==> src/rtl/alu_pkg.sv <==
// Shared constants for the ALU: opcode encodings and status bit positions.
package alu_pkg;

  // Operation select encodings.
  localparam logic [2:0] ADD = 3'b000;
  localparam logic [2:0] SUB = 3'b001;
  localparam logic [2:0] AND = 3'b010;
  localparam logic [2:0] OR  = 3'b011;
  localparam logic [2:0] XOR = 3'b100;
  localparam logic [2:0] SLL = 3'b101;
  localparam logic [2:0] SRL = 3'b110;
  localparam logic [2:0] SRA = 3'b111;

  // Positions of the flags inside the 4-bit status word.
  localparam int N_BIT = 3;
  localparam int Z_BIT = 2;
  localparam int C_BIT = 1;
  localparam int V_BIT = 0;

endpackage

==> src/rtl/alu_addsub.sv <==
// Combinational XLEN-bit adder/subtractor.
// Subtraction is a + ~b + !cin, so cin acts as a borrow-in and cout=1 means
// "no borrow".
module alu_addsub #(
  parameter int XLEN = 32
) (
  input  logic [XLEN-1:0] a,
  input  logic [XLEN-1:0] b,
  input  logic            cin,
  input  logic            sub,
  output logic [XLEN-1:0] sum,
  output logic            cout,
  output logic            ovf
);

  logic [XLEN-1:0] b_eff;
  logic            cin_eff;
  logic [XLEN:0]   wide_sum;

  // Single XLEN+1-bit add of a, the conditioned operand and carry-in.
  always_comb begin
    b_eff    = sub ? ~b : b;
    cin_eff  = sub ? ~cin : cin;
    wide_sum = {1'b0, a} + {1'b0, b_eff} + {{XLEN{1'b0}}, cin_eff};
    sum      = wide_sum[XLEN-1:0];
    cout     = wide_sum[XLEN];
    // Signed overflow: like-signed operands producing an opposite-signed sum.
    ovf      = (a[XLEN-1] == b_eff[XLEN-1]) && (wide_sum[XLEN-1] != a[XLEN-1]);
  end

endmodule

==> src/rtl/alu.sv <==
// Integer ALU with a one-cycle registered result and NZCV status word.
// There is no handshake: every rising edge captures the operands, and the
// outputs present the result of the operation captured on the previous edge.
module alu
  import alu_pkg::*;
#(
  parameter int XLEN = 32
) (
  input  logic            clk,
  input  logic            rst,
  input  logic [XLEN-1:0] a,
  input  logic [XLEN-1:0] b,
  input  logic            c,
  input  logic [2:0]      alu_op,
  output logic [3:0]      status,
  output logic [XLEN-1:0] result
);

  localparam int SHW = $clog2(XLEN);

  logic [XLEN-1:0] as_sum;
  logic            as_cout;
  logic            as_ovf;
  logic [SHW-1:0]  shamt;
  logic            is_arith;
  logic [XLEN-1:0] res_next;
  logic [3:0]      status_next;

  alu_addsub #(.XLEN(XLEN)) u_addsub (
    .a    (a),
    .b    (b),
    .cin  (c),
    .sub  (alu_op == SUB),
    .sum  (as_sum),
    .cout (as_cout),
    .ovf  (as_ovf)
  );

  // Operation mux and flag generation; only arithmetic ops report C and V.
  always_comb begin
    shamt    = b[SHW-1:0];
    is_arith = (alu_op == ADD) || (alu_op == SUB);
    res_next = '0;
    case (alu_op)
      ADD, SUB: res_next = as_sum;
      AND:      res_next = a & b;
      OR:       res_next = a | b;
      XOR:      res_next = a ^ b;
      SLL:      res_next = a << shamt;
      SRL:      res_next = a >> shamt;
      SRA:      res_next = $unsigned($signed(a) >>> shamt);
      default:  res_next = '0;
    endcase
    status_next        = '0;
    status_next[N_BIT] = res_next[XLEN-1];
    status_next[Z_BIT] = (res_next == '0);
    status_next[C_BIT] = is_arith & as_cout;
    status_next[V_BIT] = is_arith & as_ovf;
  end

  // Output registers; reset clears them at once and discards the in-flight op.
  always_ff @(posedge clk or posedge rst) begin
    if (rst) begin
      result <= '0;
      status <= '0;
    end else begin
      result <= res_next;
      status <= status_next;
    end
  end

endmodule

==> config.mk <==
export PLATFORM = sky130hd
export DESIGN_NAME = alu
export DESIGN_NICKNAME = d
export VERILOG_FILES = /design/src/rtl/alu_pkg.sv /design/src/rtl/alu_addsub.sv /design/src/rtl/alu.sv
export SDC_FILE = /design/constraint.sdc
export NUM_CORES = 1
export LEC_CHECK = 0
export BUFFER_PORTS_ARGS = -buffer_cell sky130_fd_sc_hd__clkbuf_2
export CORE_MARGIN = 1.5
export CORE_UTILIZATION = 45
export CTS_CLUSTER_DIAMETER = 100
export DETAILED_ROUTE_END_ITERATION = 7
export SYNTH_ARGS = -nofsm -noshare
export SYNTH_HDL_FRONTEND = slang
export SYNTH_HIERARCHICAL = 1
export SYNTH_SLANG_ARGS = --single-unit
==> constraint.sdc <==
create_clock -name clk -period 1.15 [get_ports clk]
set_clock_uncertainty 0.05 [all_clocks]
set_input_delay 0.1725 -clock clk [delete_from_list [all_inputs] [get_ports clk]]
set_output_delay 0.1725 -clock clk [all_outputs]
set_load 0.01 [all_outputs]
# Word-level counts from Yosys, hierarchy flattened
# Cells that the tools add are included.
word_totals:
  regBits: 36
  inputBits: 70
  output_inout_bits: 36
  word_cells: 31
classes:
  addsub: 2
  n_eq_ne: 9
  n_shift: 3
  mux: 3
  bitwise_logic: 7
  reduce_logical: 5
op_table:
  columns: ["op", "count"]
  rows:
  - ["$pmux W32 S7", 1]
  - ["$add A32 B32 Y33", 1]
  - ["$add A33 B1 Y33", 1]
  - ["$and A32 B32 Y32", 1]
  - ["$logic_not A32 Y1", 1]
  - ["$mux W32", 1]
  - ["$not A32 Y32", 1]
  - ["$or A32 B32 Y32", 1]
  - ["$shl A32 B5 Y32", 1]
  - ["$shr A32 B5 Y32", 1]
  - ["$sshr A32 B5 Y32", 1]
  - ["$xor A32 B32 Y32", 1]
  - ["$eq A3 B3 Y1 const B", 4]
  - ["$eq A3 B2 Y1 const B", 2]
  - ["$eq A3 B1 Y1 const B", 1]
  - ["$logic_not A3 Y1", 1]
  - ["$and A1 B1 Y1", 2]
  - ["$reduce_or A2 Y1", 1]
  - ["$eq A1 B1 Y1", 1]
  - ["$logic_and A1 B1 Y1", 1]
  - ["$logic_or A1 B1 Y1", 1]
  - ["$mux W1", 1]
  - ["$ne A1 B1 Y1", 1]
  - ["$not A1 Y1", 1]

# Longest topological paths before layout
logic_depth:
  ltp_word: 7
  mapped_depth: 23
  mapped_depth_nobuf: 18

# Modules after synthesis
# Netlist, hierarchy kept.
modules_own_cells:
  columns: ["module", "instances", "cells_each", "area_each_um2", "seq_area_each_um2"]
  rows:
  - ["alu", 1, 913, 7688.6, 875.8]
  - ["alu_addsub", 1, 292, 2113.3, 0.0]

# Least setup slack after synthesis
# OpenSTA, ideal clock, no wires.
synth_timing:
  path_kind: "in2reg"
  from: "input port alu_op[2]"
  to: "register status[2]"
  setup_ns: 0.080
  arrival_ns: 5.093
  required_ns: 1.020
  path_slack_ns: -4.074
  path_stages: 22
  n_path_buf: 5
  path_cell_list: "or2_2 clkbuf_1 clkbuf_1 buf_1 nor2_1 clkbuf_1 buf_1 xor2_1 fa_1 inv_1 fa_1 nor2b_1 o2111ai_1 a211oi_2 o211ai_1 a21oi_1 nor3_1 xnor2_1 o22a_1 or4_1 or4_1 nor3_2"
synth_via:
  elab_chain_cells: 6
  elab_cells_between_ends: 15
  classes_between: "add/sub: 2; eq/ne: 7; mux: 3; reduce/logical: 3"
synth_rtl:
  columns: ["item", "line", "source"]
  rows:
  - ["start: declaration", "alu.sv:14", "input logic [2:0] alu_op,"]
  - ["$eq A3 B1 Y1 (*)", "alu.sv:33", ".sub (alu_op == SUB),"]
  - ["$mux W32", "alu_addsub.sv:22", "b_eff = sub ? ~b : b;"]
  - ["$add A32 B32 Y33", "alu_addsub.sv:24", "wide_sum = {1'b0, a} + {1'b0, b_eff} + {{XLEN{1'b0}}, cin_eff};"]
  - ["$add A33 B1 Y33 (*)", "alu_addsub.sv:24", null]
  - ["net as_sum[26]", "alu.sv:21", "logic [XLEN-1:0] as_sum;"]
  - ["$pmux W32 S7 (*)", "alu.sv:44", "case (alu_op)"]
  - ["net res_next[26]", "alu.sv:26", "logic [XLEN-1:0] res_next;"]
  - ["$logic_not A32 Y1 (*)", "alu.sv:56", "status_next[Z_BIT] = (res_next == '0);"]
  - ["net status_next[2]", "alu.sv:27", "logic [3:0] status_next;"]
  - ["end signal: assignment", "alu.sv:68", "status <= status_next;"]
  - ["end: declaration", "alu.sv:15", "output logic [3:0] status,"]
# Mark *: on every way through the listed nets, which the timed path passes. The rest lies on a longest branch.

# Worst setup path in the final report
# Same ends and word-level chain as after synthesis.

==> flow_metrics.tcl <==
set metrics [dict create \
    status "finished, violations left" \
    failed_checks "setup timing" \
    rsz0062_at_grt "yes" \
    ys_seq_area_share_pct 8.94 \
    core_area_sq_um 21200 \
    first_global_vias 12000 \
    clockRootBuffer "clkbuf_16" \
    cts_sinks 35 \
    start_kind "input pin" \
    comb_power_share_pct 76.2 \
    finalCriticalPeriod_ns 4.19 \
    timing.final.crit_share_pct 365 \
    p_sw_w 0.00522 \
    max_slew_margin_pct 34.1 \
    switching_share_pct 44.6 \
    overflow 0 \
    netlist_area_sq_um 9800 \
    syn_inst 1205 \
    finalHoldViolCount 0 \
    grt_max_degree 69 \
    dieArea_sq_um 22700 \
    end_kind "flip-flop" \
    synth_cell_types 95 \
    ys_seq_elements 35 \
    layout_common_cells "buf_4 (413), clkbuf_2 (102), ha_1 (94)" \
    p_per_area_nw_per_um2 778 \
    numCtsBuffers 5 \
    max_freq_ghz 0.238 \
    p_leak_nw 7.14 \
    drt_iter0_markers 1881 \
    dieWidth_microns 151 \
    syn_nets 1374 \
    finalSetupTns_ns -73.54 \
    required_ns 1.26 \
    clk_pin_slew_ns 0.05 \
    final_max_slew_viol_count 0 \
    syn_to_final_growth_pct 53.5 \
    drcViolationCount 0 \
    hpwl_microns 40700 \
    drt-vias-per-instance 6.54 \
    route.antenna.remaining_nets 0 \
    placementRows 53 \
    final_common_cell "buf_4" \
    cp_max_fo 4 \
    design_area_sq_um 15000 \
    fillers 1736 \
    antenna_found_initial 3 \
    gp_congestion 1.11 \
    tightestPinTransition_ns 0.979 \
    fin_ws_ns -3.04 \
    drive_gt1_share_pct 47.7 \
    synth-edff-count 0 \
    ioPinCount 106 \
    ys_warn_count 6 \
    place_area_sq_um 13700 \
    power_frac_clock_pct 11.3 \
    port_buffers 105 \
    clk_path_buf_depth 2 \
    die_h_microns 151 \
    cap_violations 0 \
    cts_tree "done" \
    h-tree-depth 2 \
    finalSetupViolCount 35 \
    hold_path_class "input pin to async pin" \
    ys.flop_type "dfrtp_1" \
    grtUsageTotal_pct 45.6 \
    drt_wl_total_microns 52600 \
    p_int_w 0.00648 \
    postSynth.asyncResetShare_pct 100 \
    vias 12800 \
    ff_latch_area_sq_um 876 \
    grt_pass1_wl_microns 75500 \
    vdd_drop_max_mv 0.507 \
    multi_input_area_sq_um 8880 \
    critPathArrivalTime_ns 4.31 \
    firstDrtPassIters 6 \
    critical_path_class "input pin to flip-flop" \
    avgSynthCellArea_sq_um 8.13 \
    nNetsFinal 1850 \
    wl_per_cell_microns 26.9 \
    pwr-share-seq_pct 12.5 \
    start_util_pct 46.2 \
]
flip-flops by register name, summed over array words and instances, names as in the netlist:
name	count
status	3
result	32
synthesized netlist by cell type (19+ instances only):
master	instances	area, sq um
nor3_1	20	100
ha_1	97	1210
mux4_2	56	1260
xor2_1	44	385
a31oi_1	19	119
a21oi_1	66	330
buf_2	29	145
mux2i_1	51	510
inv_1	74	278
o21ai_0	48	240
dfrtp_1	35	876
nand2_1	78	293
mux2_2	34	383
clkbuf_1	59	221
nor2_1	87	327
nand2b_1	20	125
nand3_1	25	125
path summary, 6_finish.rpt:
kind | depth (start not counted) | end | startpoint
setup / recovery | 27 | status[2]$_DFF_PP0_ | alu_op[2]
hold / removal | 4 | result[5]$_DFF_PP0_ | rst
max in group asynchronous | 4 | result[25]$_DFF_PP0_ | rst
min in group clk | 4 | status[0]$_DFF_PP0_ | alu_op[1]
worst max-delay path, cell delays in order:
cell and delay [ns]:
buf_6 0.10, or2_4 0.25, nor2_4 0.21, buf_12 0.17, buf_6 0.11, buf_6 0.09
xor2_1 0.14, ha_1 0.29, buf_6 0.14, o211a_1 0.23, a211o_1 0.34, o211ai_2 0.14
nand3_2 0.18, buf_4 0.18, buf_6 0.10, buf_6 0.10, buf_6 0.10, buf_6 0.10
xor2_1 0.16, nor2_1 0.06, buf_4 0.18, a31o_4 0.21, a31oi_4 0.19, a211oi_1 0.07
buf_4 0.15, nand4_1 0.08, nor3_2 0.05
timing repair:
action                                 CTS  global route
setup endpoints to repair               35            35
pin swaps                               44            49
cloned                                   2             0
endpoints found under the hold margin   35             0
hold buffers                             1             0
gates resized for setup                100            87
setup buffers                           27            19
cells by family (layout without fill, tap and decap cells):
kind of cell / count (synthesis) / in the layout / share of synthesized area [%]
simple gates: 335 / 335 / 17.2
flops: 35 / 35 / 8.94
xor+xnor: 61 / 61 / 5.45
mux: 144 / 144 / 22.5
fa+ha+maj: 99 / 99 / 12.8
buf+inv: 188 / 664 / 8.22
compound gates: 343 / 343 / 24.9
other cells: 0 / 1 / 0
routing by layer:
layer  part of all wire, %  global-route usage (%)
met5                     0                       0
met2                    43                    69.4
met1                    38                    60.1
met3                    13                    12.0
met4                   6.2                    21.5
per-stage QoR:
stage               util (%)  setup WS, ns  power (W)  instances  hold WS, ns
floorplan                  -         -3.16    0.00516       1205        0.277
detailed placement      64.5         -3.29    0.00893       1919        0.227
global placement        64.5         -3.25    0.00884       1919        0.200
CTS                     68.6         -2.93     0.0109       1948        0.489
finish                  70.9         -3.04     0.0117       1957        0.482
global route            70.9         -3.16     0.0122       1956        0.560
power by group through the flow:
stage | Clock [W] | Combinational, W | Sequential (W)
CTS | 0.00134 | 0.00810 | 0.00147
floorplan | 0 | 0.00357 | 0.00159
global route | 0.00142 | 0.00928 | 0.00149
detailed placement | 0 | 0.00744 | 0.00149
finish | 0.00132 | 0.00891 | 0.00147
global placement | 0 | 0.00736 | 0.00148
layout make-up:
cell class / count / area share (%)
tap: 275 / 2.29
timing repair buffer: 578 / 29.9
clock inverter: 1 / 0.0333
multi-input combinational: 982 / 59.0
antenna: 1 / 0.0166
sequential: 35 / 5.82
inverter: 79 / 1.97
clock buffer: 6 / 0.923
Power figures use the tool's default switching activity.
